`src/rtl/sb_arbiter.sv`:
```
// Arbitrates the single sb memory port between fetch and load/store; request to valid is 2 cycles minimum.
// Backpressure: m_req is held until m_ready (aborted after TIMEOUT cycles); hold_o stalls the data side until d_valid.
module sb_arbiter #(
  parameter int ADDR_W     = 32,
  parameter int DATA_W     = 32,
  parameter int TIMEOUT    = 16,
  parameter int STARVE_MAX = 4
) (
  input  logic              clk,
  input  logic              rst,
  input  logic              i_req,
  input  logic [ADDR_W-1:0] i_addr,
  output logic              i_valid,
  output logic [DATA_W-1:0] i_inst,
  input  logic              d_re,
  input  logic              d_we,
  input  logic [ADDR_W-1:0] d_addr,
  input  logic [DATA_W-1:0] d_wdata,
  input  logic [1:0]        d_size,
  input  logic              d_un_sign,
  output logic              d_valid,
  output logic [DATA_W-1:0] d_rdata,
  output logic              hold_o,
  output logic              bus_err,
  output logic              m_req,
  output logic              m_we,
  output logic [ADDR_W-1:0] m_addr,
  output logic [DATA_W-1:0] m_wdata,
  output logic [3:0]        m_be,
  input  logic              m_ready,
  input  logic [DATA_W-1:0] m_rdata
);

  localparam logic [1:0] IDLE   = 2'd0;
  localparam logic [1:0] IFETCH = 2'd1;
  localparam logic [1:0] DACC   = 2'd2;

  localparam int WAIT_W   = $clog2(TIMEOUT + 1);
  localparam int STARVE_W = $clog2(STARVE_MAX + 1);
  localparam logic [WAIT_W-1:0]   WAIT_LAST  = WAIT_W'(TIMEOUT - 1);
  localparam logic [STARVE_W-1:0] STARVE_LIM = STARVE_W'(STARVE_MAX);

  typedef struct packed {
    logic              we;
    logic [ADDR_W-1:0] addr;
    logic [DATA_W-1:0] wdata;
    logic [3:0]        be;
    logic [1:0]        size;
    logic              un_sign;
  } acc_t;

  logic [1:0]          state;
  acc_t                acc;
  logic [WAIT_W-1:0]   wait_cnt;
  logic [STARVE_W-1:0] starve_cnt;
  logic                d_any;
  logic                data_win;

  function automatic logic [3:0] lane_be(input logic [1:0] size, input logic [1:0] a);
    case (size)
      2'b00:   lane_be = 4'b0001 << a;
      2'b01:   lane_be = a[1] ? 4'b1100 : 4'b0011;
      default: lane_be = 4'b1111;
    endcase
  endfunction

  function automatic logic [DATA_W-1:0] store_lanes(input logic [DATA_W-1:0] wd,
                                                    input logic [1:0] size);
    case (size)
      2'b00:   store_lanes = {4{wd[7:0]}};
      2'b01:   store_lanes = {2{wd[15:0]}};
      default: store_lanes = wd;
    endcase
  endfunction

  // Lane select by byte offset, then extend; size 11 behaves as a word.
  function automatic logic [DATA_W-1:0] load_ext(input logic [DATA_W-1:0] rd,
                                                 input logic [1:0] size,
                                                 input logic [1:0] a,
                                                 input logic un_sign);
    logic [7:0]  b;
    logic [15:0] h;
    b = rd[{a, 3'b000} +: 8];
    h = a[1] ? rd[31:16] : rd[15:0];
    case (size)
      2'b00:   load_ext = un_sign ? {24'b0, b} : {{24{b[7]}}, b};
      2'b01:   load_ext = un_sign ? {16'b0, h} : {{16{h[15]}}, h};
      default: load_ext = rd;
    endcase
  endfunction

  assign d_any    = d_re | d_we;
  assign data_win = d_any && (starve_cnt < STARVE_LIM);

  always_ff @(posedge clk) begin
    if (!rst) begin
      state      <= IDLE;
      acc        <= '0;
      wait_cnt   <= '0;
      starve_cnt <= '0;
      i_valid    <= 1'b0;
      i_inst     <= '0;
      d_valid    <= 1'b0;
      d_rdata    <= '0;
      bus_err    <= 1'b0;
    end else begin
      i_valid <= 1'b0;
      d_valid <= 1'b0;
      bus_err <= 1'b0;
      case (state)
        IDLE: begin
          wait_cnt <= '0;
          if (data_win) begin
            state       <= DACC;
            acc.we      <= ~d_re;
            acc.addr    <= d_addr;
            acc.wdata   <= store_lanes(d_wdata, d_size);
            acc.be      <= lane_be(d_size, d_addr[1:0]);
            acc.size    <= d_size;
            acc.un_sign <= d_un_sign;
            if (!i_req)
              starve_cnt <= '0;
            else if (starve_cnt != STARVE_LIM)
              starve_cnt <= starve_cnt + 1'b1;
          end else if (i_req) begin
            state       <= IFETCH;
            acc.we      <= 1'b0;
            acc.addr    <= i_addr;
            acc.wdata   <= '0;
            acc.be      <= 4'b1111;
            acc.size    <= 2'b10;
            acc.un_sign <= 1'b0;
            starve_cnt  <= '0;
          end
        end
        IFETCH, DACC: begin
          if (m_ready) begin
            state <= IDLE;
            if (state == IFETCH) begin
              i_valid <= 1'b1;
              i_inst  <= m_rdata;
            end else begin
              d_valid <= 1'b1;
              d_rdata <= acc.we ? '0 : load_ext(m_rdata, acc.size, acc.addr[1:0], acc.un_sign);
            end
          end else if (wait_cnt == WAIT_LAST) begin
            // Abort: the requester still gets its valid pulse, with zero data.
            state   <= IDLE;
            bus_err <= 1'b1;
            if (state == IFETCH) begin
              i_valid <= 1'b1;
              i_inst  <= '0;
            end else begin
              d_valid <= 1'b1;
              d_rdata <= '0;
            end
          end else begin
            wait_cnt <= wait_cnt + 1'b1;
          end
        end
        default: state <= IDLE;
      endcase
    end
  end

  assign m_req   = (state == IFETCH) || (state == DACC);
  assign m_we    = m_req & acc.we;
  assign m_addr  = {acc.addr[ADDR_W-1:2], 2'b00};
  assign m_wdata = acc.wdata;
  assign m_be    = acc.be;
  assign hold_o  = d_any & ~d_valid;

endmodule

```
`config.mk`:
```
export PLATFORM = sky130hd
export DESIGN_NAME = sb_arbiter
export DESIGN_NICKNAME = d
export VERILOG_FILES = /design/src/rtl/sb_arbiter.sv
export SDC_FILE = /design/constraint.sdc
export NUM_CORES = 1
export LEC_CHECK = 0
export ABC_AREA = 1
export ABC_CLOCK_PERIOD_IN_PS = 2330
export CAP_MARGIN = 20
export CORE_ASPECT_RATIO = 0.9
export CORE_MARGIN = 2
export CORE_UTILIZATION = 46
export CTS_BUF_LIST = sky130_fd_sc_hd__clkbuf_8
export DETAILED_ROUTE_END_ITERATION = 16
export PLACE_DENSITY = 0.83
export RECOVER_POWER = 25
export REMOVE_ABC_BUFFERS = 1
export SYNTH_ARGS = -nofsm -noshare
export SYNTH_HDL_FRONTEND = slang
export SYNTH_SLANG_ARGS = --single-unit
```
`constraint.sdc`:
```
create_clock -name clk -period 2.33 [get_ports clk]
set_clock_uncertainty 0.15 [all_clocks]
set_input_delay 0.3495 -clock clk [delete_from_list [all_inputs] [get_ports clk]]
set_output_delay 0.3495 -clock clk [all_outputs]
set_load 0.02 [all_outputs]
```
==> summary.txt <==
Clock tree
  • CTS Buf Count: 17
  • Clk_lat worst skew: about 450 ps
  • Clock tree buffer depth: 2
  • Clock root buffer: clkbuf_8
  • Clock transition at the registers of the reported paths: 70 ps
  • CTS tree: built
  • H-tree depth: 4
  • Sink Count: 149

Cells and area
  • Reg area: between 2000 and 3000 sq um
  • ANT cells: 0
  • Fillcell total: ~1,300
  • P&R area growth vs syn: 39.4%
  • Multi-input logic area: about 3100 sq um
  • Nets@finish: 1,339
  • Ratio of cells with drive above 1 in the final layout: approximately 7.5%

Route
  • DR iter-0 viols: 628
  • Met3 wire length: around 1900 um
  • Overall routed net length: 22,500 um
  • WL met1: approximately 9400 um
  • Drt wl/cell: 16.0 um
  • First-pass DRT Iterations: 5
  • DRT antenna net count: 0
  • DR vias: ~7,200
  • Drt drc: 0
  • Met2 WL: roughly 11,000 um
  • Top sig layer: met4
  • DR vias/cell: a little over 5

Floorplanning
  • Die H: approximately 120 um
  • Row count: 43
  • Die area: approximately 17,000 sq um
  • # IOs: 275
  • Die W: around 140 um
  • Initial Util: 47.1%
  • Core area: 15,400 sq um

Global route
  • Vias in the first global route: 6,927
  • Total grt overflow: 0
  • GRT Resource Usage Total: between 20 and 30%
  • Largest net degree at the start of global routing: 73
  • Antenna violations before repair: 0
  • Global-route wire length before repair: approximately 35,000 um

Synthesis
  • Post-synth top area share: between 40% and 50%
  • Synth area leaders: dfxtp_1 41%, nand2_1 10%, buf_4 7.0%
  • Cells after synthesis: roughly 1,000
  • Synth Cell Area: 7270 sq um
  • Top-count cell post-synth: nand2_1
  • Biggest area consumer among synthesized cells: dfxtp_1
  • EDFF count, synth: 0
  • Synth Flop Type: dfxtp_1
  • Yosys cell types: 31
  • Async set-reset flop share out of synthesis: 0%
  • #FFs+latches synth: about 150
  • Warnings from Yosys: 0
  • Commonest cells post-synth: 195 x nand2_1, 149 x dfxtp_1, 110 x nor2_1, 90 x a21oi_1, 85 x inv_1
  • Seq/Total Area, Yosys: between 40% and 50%
  • Mean post-synth cell area: just over 7 sq um

Placement
  • I/O Buffers: around 270
  • Dpl ws: 13.7 ps
  • GP Congestion: 0.809
  • Detailed Place HPWL: roughly 16,000 um

Timing
  • Setup TNS: 0 ps
  • Worst Tran Pin Value: ~750 ps
  • Final worst slack: ~160 ps
  • Setup-failing EPs final: 0
  • Max Slew Vio Count: 0
  • F_max: 461 MHz
  • Worst hold margin: between 80 and 90 ps
  • Max_slew headroom: roughly half
  • Final period util: between 90% and 100%
  • Min cycle time layout: between 2000 and 2500 ps
  • Final Hold Vio Count: 0
  • RSZ-0062 raised after global routing: no

Power and ir drop
  • Pwr/cell area: between 600 and 700 nW/um^2
  • Switching part of the total: a little under a third
  • Logic pwr share: approximately 27%
  • Switch Pwr: around 2.1 mW
  • Static Leakage: between 4 and 5 nW
  • Internal Pwr Total: approximately 4.7 mW
  • Reg power frac: 41.4%
  • Maximum vdd ir drop: roughly 0.5 mV
  • Clk pwr share: a little under a third

Setup path
  • Critical Path Source Type: flop
  • Worst Path Required: between 1500 and 2000 ps
  • WS Path Type: flop to primary output
  • Worst-path fanout max: 7
  • CP endpoint kind: primary output
  • Worst Path Arrival: around 1700 ps

Min path
  • Min-delay worst type: input port to flop

Status
  • Status: complete, no violations

Job
  • Maximum capacitance violations: 0
-- logic make-up after synthesis --
group | after synthesis | synth area share (%)
AO/OA/AOI/OAI | 255 | 20.8
adder cells (fa/ha/maj) | 6 | 1.03
buffers and inverters | 220 | 15.7
flip-flops | 149 | 41.0
other | 1 | 0.0516
AND/OR/NAND/NOR | 374 | 21.4
-- worst paths after layout --
kind / endpoint / cells past startpoint / slack, ps / from
min: bus_err / 3 / 90 / rst
max reg2reg: i_inst[22] / 10 / 220 / wait_cnt[1]
min reg2reg: m_wdata[21] / 2 / 310 / m_wdata[21]
max: m_we / 5 / 160 / state[0]
-- sequential cells by signal (all words and copies together), names as in the netlist --
register and cells:
state 2, wait_cnt 5, i_inst 32, i_valid 1
d_valid 1, starve_cnt 3, m_be 4, m_addr 30
acc 6, bus_err 1, m_wdata 32, d_rdata 32
-- power groups by stage --
stage	Combinational [mW]	Clock, mW	Sequential, mW
floorplan	0.695	0	3.10
global placement	1.83	0	2.89
detailed placement	1.86	0	2.89
CTS	1.87	2.20	2.84
global route	1.99	2.31	2.86
finish	1.84	2.17	2.84
-- final cells by class --
class	instances	area share, %
clock buffers	19	2.58
clock inverters	13	1.63
inverters	90	3.41
multi-input cells	637	31.0
flip-flops and latches	149	29.4
well taps	202	2.49
repair buffers	301	29.4
-- routing by layer --
| metal | global-route usage, % | vias to the layer above |
|---|---|---|
| li1 | - | 3595 |
| met1 | 33.1 | 3291 |
| met2 | 42.9 | 277 |
| met3 | 8.94 | 54 |
| met4 | 10.9 | 0 |
| met5 | 0 | - |
-- critical path: stages, from the launching register on --
cell and delay, ps:
dfxtp_1 370, inv_1 60, ha_2 390, nand2_1 70, inv_1 50, clkdlybuf4s15_1 290
-- metrics by stage --
stage	std cells	power, mW	util, %	cell area (sq um)
2_1_floorplan	876	3.79	-	6470
3_3_place_gp	1379	4.72	63.2	9750
3_5_place_dp	1379	4.76	63.2	9750
4_1_cts	1411	6.91	65.9	10200
5_1_grt	1411	7.16	65.6	10100
6_report	1411	6.85	65.6	10100
-- cells in the final DEF (no fill, tap or decap), drive strengths merged, types with 2 or more instances in the layout --
master and instances:
nand3 48, o211ai 21, dfxtp 149, a21oi 100, clkinv 3, nand2 210, clkbuf 22, o31ai 21
nor2 112, conb 2, buf 27, clkdlybuf4s50 268, o22ai 2, nor3 3, o21ai 76, ha 6
bufinv 4, clkinvlp 2, a211oi 35, inv 94
-- repair_timing --
item	in CTS	in global routing
endpoints found under the hold margin	0	0
hold buffers	0	0
resized for setup	3	1
setup endpoints to repair	2	1
buffers inserted	0	0
No activity file was read; power rests on OpenSTA's default activity.
